--- src/rtl/vu_ppi_shadow.sv ---
// Shadow copies of Vector-06c 8255 PPI registers snooped from bus writes,
// plus a PC-bit blink watcher armed by an external event.
module vu_ppi_shadow #(
   parameter int         NUM_PPI     = 2,
   parameter logic [7:0] BASE        = 8'h00,
   parameter int         WATCH_PPI   = 0,
   parameter int         WATCH_BIT   = 3,
   parameter int         BLINK_COUNT = 4,
   parameter int         TIMEOUT     = 0
) (
   input  logic                 clk_cpu,
   input  logic                 sys_reset,
   input  logic [7:0]           shavv,
   input  logic [7:0]           data_i,
   input  logic                 wr_stb,
   input  logic                 arm_i,
   input  logic                 disarm_i,
   output logic [8*NUM_PPI-1:0] cw_o,
   output logic [8*NUM_PPI-1:0] pa_o,
   output logic [8*NUM_PPI-1:0] pb_o,
   output logic [8*NUM_PPI-1:0] pc_o,
   output logic                 watch_en_o,
   output logic                 watch_done_o,
   output logic                 watch_to_o,
   output logic [7:0]           watch_cnt_o
);

   typedef enum logic {
      IDLE,
      ARMED
   } state_t;

   logic [7:0] cw [NUM_PPI];
   logic [7:0] pa [NUM_PPI];
   logic [7:0] pb [NUM_PPI];
   logic [7:0] pc [NUM_PPI];

   state_t      state;
   logic [7:0]  cnt;
   logic [31:0] timer;
   logic        arm_r;
   logic        w_d;
   logic        done_r;
   logic        to_r;

   logic w;
   logic fall;
   logic arm_edge;
   logic last_fall;
   logic time_up;

   always_ff @(posedge clk_cpu or posedge sys_reset) begin
      if (sys_reset) begin
         for (int i = 0; i < NUM_PPI; i++) begin
            cw[i] <= '0;
            pa[i] <= '0;
            pb[i] <= '0;
            pc[i] <= '0;
         end
      end else if (wr_stb) begin
         for (int i = 0; i < NUM_PPI; i++) begin
            if (shavv[7:2] == BASE[7:2] + 6'(i)) begin
               unique case (shavv[1:0])
                  2'd3: pa[i] <= data_i;
                  2'd2: pb[i] <= data_i;
                  2'd1: pc[i] <= data_i;
                  2'd0: begin
                     // mode set clears the port latches like a real 8255
                     if (data_i[7]) begin
                        cw[i] <= data_i;
                        pa[i] <= '0;
                        pb[i] <= '0;
                        pc[i] <= '0;
                     end else begin
                        pc[i][data_i[3:1]] <= data_i[0];
                     end
                  end
               endcase
            end
         end
      end
   end

   for (genvar g = 0; g < NUM_PPI; g++) begin : g_out
      assign cw_o[8*g +: 8] = cw[g];
      assign pa_o[8*g +: 8] = pa[g];
      assign pb_o[8*g +: 8] = pb[g];
      assign pc_o[8*g +: 8] = pc[g];
   end

   assign w         = pc[WATCH_PPI][WATCH_BIT];
   assign fall      = w_d & ~w;
   assign arm_edge  = arm_i & ~arm_r;
   assign last_fall = fall && (cnt == 8'(BLINK_COUNT - 1));
   assign time_up   = (TIMEOUT != 0) &&
                      (timer == 32'(TIMEOUT - 1));

   always_ff @(posedge clk_cpu or posedge sys_reset) begin
      if (sys_reset) begin
         state  <= IDLE;
         cnt    <= '0;
         timer  <= '0;
         arm_r  <= 1'b0;
         w_d    <= 1'b0;
         done_r <= 1'b0;
         to_r   <= 1'b0;
      end else begin
         arm_r  <= arm_i;
         w_d    <= w;
         done_r <= 1'b0;
         to_r   <= 1'b0;
         unique case (state)
            IDLE: begin
               if (arm_edge) begin
                  state <= ARMED;
                  cnt   <= '0;
                  timer <= '0;
               end
            end
            ARMED: begin
               if (disarm_i) begin
                  state <= IDLE;
                  cnt   <= '0;
               end else if (arm_edge) begin
                  cnt   <= '0;
                  timer <= '0;
               end else if (last_fall) begin
                  state  <= IDLE;
                  cnt    <= '0;
                  done_r <= 1'b1;
               end else if (fall) begin
                  cnt   <= cnt + 8'd1;
                  timer <= timer + 32'd1;
               end else if (time_up) begin
                  state <= IDLE;
                  cnt   <= '0;
                  to_r  <= 1'b1;
               end else begin
                  timer <= timer + 32'd1;
               end
            end
         endcase
      end
   end

   assign watch_en_o   = (state == ARMED);
   assign watch_done_o = done_r;
   assign watch_to_o   = to_r;
   assign watch_cnt_o  = cnt;

endmodule

--- config.mk ---
export PLATFORM = sky130hd
export DESIGN_NAME = vu_ppi_shadow
export DESIGN_NICKNAME = d
export VERILOG_FILES = /design/src/rtl/vu_ppi_shadow.sv
export SDC_FILE = /design/constraint.sdc
export NUM_CORES = 1
export LEC_CHECK = 0
export CORE_AREA = 5 5 102 104
export CTS_CLUSTER_SIZE = 24
export DETAILED_ROUTE_END_ITERATION = 16
export DIE_AREA = 0 0 107 109
export GPL_TIMING_DRIVEN = 0
export HOLD_SLACK_MARGIN = 0.03
export PLACE_DENSITY = 0.77
export SLEW_MARGIN = 20
export SYNTH_ARGS = -nofsm -noshare
export SYNTH_HDL_FRONTEND = slang
export SYNTH_SLANG_ARGS = --single-unit
export TNS_END_PERCENT = 30
--- constraint.sdc ---
create_clock -name clk_cpu -period 2.6 [get_ports clk_cpu]
set_input_delay 0.52 -clock clk_cpu [delete_from_list [all_inputs] [get_ports clk_cpu]]
set_output_delay 0.52 -clock clk_cpu [all_outputs]
set_load 0.03 [all_outputs]
==> Word-level counts from Yosys, hierarchy flattened <==
Index checks and enable logic that the tools add are counted.
{ "totals": {"reg_bits": 76, "elab_cells": 71} }
{ "classes": {"n_addsub": 1, "order_cmp": 2, "eq_ne": 8, "n_mux": 26, "bitwise": 5, "n_reduce_logical": 16} }
{ "op_table": {"columns": ["cell", "count"], "rows": [
  ["one-hot mux 8 bit (2 select lines)", 5],
  ["two-way mux 8 bit", 8],
  ["AND reduction 4 bit", 6],
  ["bitwise mux 8 bit", 2],
  ["two-way mux 1 bit", 9],
  ["adder 8 x 1 -> 8 bit, second input constant", 1],
  ["equality test 8 x 2 -> 1 bit, second input constant", 1],
  ["equality test 6 x 1 -> 1 bit, second input constant", 1],
  ["zero test 6 bit", 1],
  ["AND reduction 3 bit", 2],
  ["nonzero test 2 bit", 3],
  ["inequality test 5 x 2 -> 1 bit, second input constant", 1],
  ["equality test 2 bit, second input constant", 2],
  ["less-than comparator 3 x 4 -> 1 bit, second input constant", 1],
  ["inequality test 2 bit, second input constant", 2],
  ["demux 1 bit (select 3 bit)", 1],
  ["greater-or-equal comparator 3 x 1 -> 1 bit, second input constant", 1],
  ["inverter 1 bit", 3],
  ["bitwise AND 1 bit", 2],
  ["equality test 2 x 1 -> 1 bit, second input constant", 1],
  ["logical AND 1 bit", 2],
  ["zero test 2 bit", 1],
  ["one-hot mux 1 bit (2 select lines)", 1],
  ["AND reduction 2 bit", 1]
]} }

==> Logic depth before layout (Yosys ltp) <==
{ "logic_depth": {"word_depth": 7, "ltp_mapped": 6, "ltp_nobuf": 5} }

==> Least setup slack after synthesis <==
OpenSTA, ideal clock, no wires.
{ "synth_path": {"path_kind": "input to register", "from": "input port shavv[3]", "to": "register pb, in the netlist pb_o[0]", "arrival_time_ps": 1836, "t_required_ps": 2475, "path_slack_ps": 639, "path_stages": 4, "path_buffers": 0, "path_cell_list": "nor4b_4 nand2_4 nor4_4 mux2_2"} }
{ "synth_via": {"elab_chain_len": 2} }
{ "synth_rtl": {"columns": ["item", "line", "source"], "rows": [
  ["start: declaration", "13", "input logic [7:0] shavv,"],
  ["zero test 6 bit", "62", "if (shavv[7:2] == BASE[7:2] + 6'(i)) begin"],
  ["AND reduction 4 bit (no source line)", null, null],
  ["end signal: indexed assignment", "65", "2'd2: pb[i] <= data_i;"],
  ["end: declaration", "35", "logic [7:0] pb [NUM_PPI];"]
]} }
Every way passes these cells.
A chain may end at the register's enable or synchronous reset.

==> Final worst setup path <==
{ "layout_path": {"from": "input port shavv[3]", "to": "register pb, in the netlist pb_o[4]"} }
Same word-level chain as after synthesis.

==> impl_metrics.json <==
{
  "cpPeakStageDelay_ns": 0.66,
  "synth-simple-area-share_pct": 14.86,
  "wire_per_inst_microns": 17.18,
  "ios": 96,
  "path_cells": "clkdlybuf4s50_1 -> nor4b_4 -> nand2_4 -> nor4_4 -> mux2_2",
  "synth_area_per_cell_sq_um": 12.02,
  "ys_warn_count": 0,
  "synth_nets": 305,
  "met2WireLength_microns": 4406,
  "cts_resized": 0,
  "diodes": 0,
  "m1WireLength_microns": 3582,
  "synth_edf_count": 0,
  "drc_errors": 0,
  "synth_compound_area_share_pct": 9.345,
  "rows": 36,
  "synthTopCellsByArea": "dfrtp_1 (56%), mux2_2 (17%), a21oi_1 (4.6%)",
  "syn_area_sq_um": 3401,
  "cts.sinks": 76,
  "drv_cap": 0,
  "synth-main-ff-cell": "dfrtp_1",
  "fin_crit_ns": 2.497,
  "synth.distinct_cells": 47,
  "crit_type": "input pin to flop",
  "async_reset_ff_share_pct": 100.0,
  "p_sw_w": 0.0007941,
  "yosys.cell_count.top_type": "dfrtp_1",
  "hp-class": "flop to flop",
  "crit_path_start_kind": "input pin",
  "met3_length_microns": 585,
  "grt_max_degree": 40,
  "coreArea_sq_um": 9459,
  "synth_mux_area_share_pct": 16.85,
  "required_ns": 2.82,
  "hold_viol": 0,
  "crit_path_end_kind": "flop",
  "synth_cells": 283,
  "io_buffers": 89,
  "fmax_ghz": 0.4006,
  "clockRootBuffer": "clkbuf_8",
  "worst_pin_slew_ns": 0.7433,
  "vias": 2594,
  "cts_setup_buffers": 0,
  "cts_tree": "yes",
  "max_slew_margin_pct": 50.08,
  "final_area_sq_um": 4649,
  "final_layout_size_suffix_gt1_share_pct": 21.08,
  "dieWidth_microns": 107,
  "r2r_slack_ns": 0.58,
  "clock_latency_ns": 0.34,
  "hold_buffers": 0,
  "seqPwrFrac_pct": 47.8,
  "setup_viol": 0,
  "yosysSeqAreaShare_pct": 55.92,
  "intPower_w": 0.001917,
  "die_area_sq_um": 11660,
  "p_total_w": 0.002711,
  "ys_ff_latch": 76,
  "cts_buffer_depth": 2,
  "power.density_nw_per_um2": 583.1,
  "place_area_sq_um": 4457,
  "synth_top_family_by_area": "multiplexers",
  "peakVddDrop_mv": 0.2484,
  "cpMaxStageDelayCell": "nor4_4",
  "grt_usage_pct": 15.75,
  "grt_pass1_vias": 2765,
  "worstHoldEndpoint": "w_d$_DFF_PP0_",
  "pwr-share-clk_pct": 32.4,
  "viasPerCell": 5.157,
  "synth_top_area_cell": "dfrtp_1",
  "dieHeight_microns": 109,
  "synth_common_cells": "dfrtp_1 (76), mux2_2 (50), a21oi_1 (31), o21ai_0 (15), nor2_1 (14)",
  "synth_fa_ha_area_share_pct": 0.3679,
  "antenna_found_initial": 0,
  "antenna_left": 0,
  "final_nets": 406,
  "yosysTopAreaCellShare_pct": 55.92,
  "gp_congestion": 0.8490,
  "status": "finished, final reports clean",
  "slew_violations": 0,
  "finalCritPeriodShare_pct": 96.02,
  "area_growth_pct": 36.72,
  "cts-htree-levels": 3,
  "r2r_start": "watch_en_o$_DFF_PP0_",
  "first_pass_iters": 5,
  "clk_pin_slew_ns": 0.07,
  "hold_ws_ns": 0.4730,
  "fin_skew_ns": 0.005704,
  "ff2ff_path_depth": 6,
  "netSwitchingFraction_pct": 29.29,
  "grt_overflow_total": 0,
  "power_frac_comb_pct": 19.8,
  "numCtsBuffers": 9,
  "whs_path_depth": 0,
  "drt-total-wl_microns": 8644,
  "synthXorXnorAreaFrac_pct": 0,
  "hpwl_microns": 6477,
  "maxUsedRoutingLayer": "met4",
  "cp_max_fo": 8,
  "min-delay-start": "pc_o[3]$_DFFE_PP0P_",
  "start_util_pct": 35.95,
  "p_leak_nw": 2.060,
  "drt_iter0_markers": 111,
  "rsz0062_at_grt": "no",
  "cp.arrival_ns": 2.72,
  "grt_pass1_wl_microns": 14260,
  "r2r-end": "watch_cnt_o[3]$_DFFE_PP0P_"
}
[per-stage QoR]
step | setup slack (ns) | setup TNS, ns | std cells | utilization, %
finish | 0.1035 | 0 | 503 | 49.15
global route | 0.02628 | 0 | 503 | 49.15
CTS | 0.1138 | 0 | 503 | 49.15
detailed placement | -0.2451 | -3.590 | 487 | 47.12
global placement | -0.9935 | -77.10 | 486 | 46.88
floorplan | 0.1417 | 0 | 283 | -
[registers in the layout (all words and copies together) (netlist names)]
register and cells:
cw_o 16, pa_o 16, pb_o 16, pc_o 16, watch_cnt_o 8, arm_r 1
w_d 1, watch_done_o 1, watch_en_o 1
[power groups by stage]
stage	Clock (W)	Combinational, W	Sequential [W]
3_5_place_dp	0	0.000542	0.00132
6_report	0.000879	0.000536	0.00130
3_3_place_gp	0	0.000526	0.00132
5_1_grt	0.000965	0.000576	0.00131
2_1_floorplan	0	0.000173	0.00145
4_1_cts	0.000909	0.000543	0.00130
[metal layers]
| layer | track usage (%) | up-vias |
|---|---|---|
| met4 | 4.110 | 0 |
| met5 | 0 | - |
| li1 | - | 1218 |
| met1 | 18.96 | 1298 |
| met3 | 5.447 | 5 |
| met2 | 27.07 | 73 |
[cell type report]
cell class / instances / area (sq um)
repair buffers: 90 / 910.9
clock inverters: 5 / 61.31
plain buffers: 15 / 67.56
well taps: 114 / 142.6
fillers: 871 / 4810
flip-flops and latches: 76 / 1902
clock buffers: 11 / 131.4
inverters: 5 / 21.27
multi-input cells: 187 / 1413
[cells in the final DEF (no fill, tap or decap), types with 2 or more instances in the layout]
cell and count:
o21ai_0 15, clkinvlp_4 3, nor2_1 14, clkbuf_1 12, and2_0 2, a21oi_1 31
clkdlybuf4s50_1 89, nand2b_1 4, buf_2 3, o31a_1 2, nand2_1 9, nor2b_1 10
nand3_1 3, and2_1 2, or3_1 8, nor3_4 2, nand4_1 2, o31ai_1 2
buf_4 2, mux2_2 50, nor3_1 4, clkbuf_8 9, dfrtp_1 76, or4_1 2
inv_1 4
[how the worst max path moves through the flow]
stage                           to       from  slack, ns  cells past startpoint
6_report       pb_o[4]$_DFFE_PP0P_   shavv[3]       0.10                      5
5_1_grt        pb_o[4]$_DFFE_PP0P_   shavv[3]       0.03                      5
3_3_place_gp   cw_o[4]$_DFFE_PP0P_  sys_reset      -0.99                      2
4_1_cts        pb_o[4]$_DFFE_PP0P_   shavv[3]       0.11                      5
3_5_place_dp   pb_o[4]$_DFFE_PP0P_   shavv[3]      -0.25                      5
2_1_floorplan      arm_r$_DFF_PP0_  sys_reset       0.14                      1
[cells by family (layout without fill, tap and decap cells)]
kind of cell | Yosys count | count (layout)
buffers and inverters | 20 | 126
other | 1 | 1
AND/OR/NAND/NOR | 77 | 77
adder cells (fa/ha/maj) | 1 | 1
flip-flops | 76 | 76
AO/OA/AOI/OAI | 57 | 57
multiplexers | 51 | 51
[worst max-delay path: cells and delay by family]
| family | cells | cell delay [ns] |
|---|---|---|
| and+or+nand+nor | 3 | 1.31 |
| muxes | 1 | 0.42 |
| buffers and inverters | 1 | 0.46 |
Note: power is estimated with default switching activity, not from simulation.
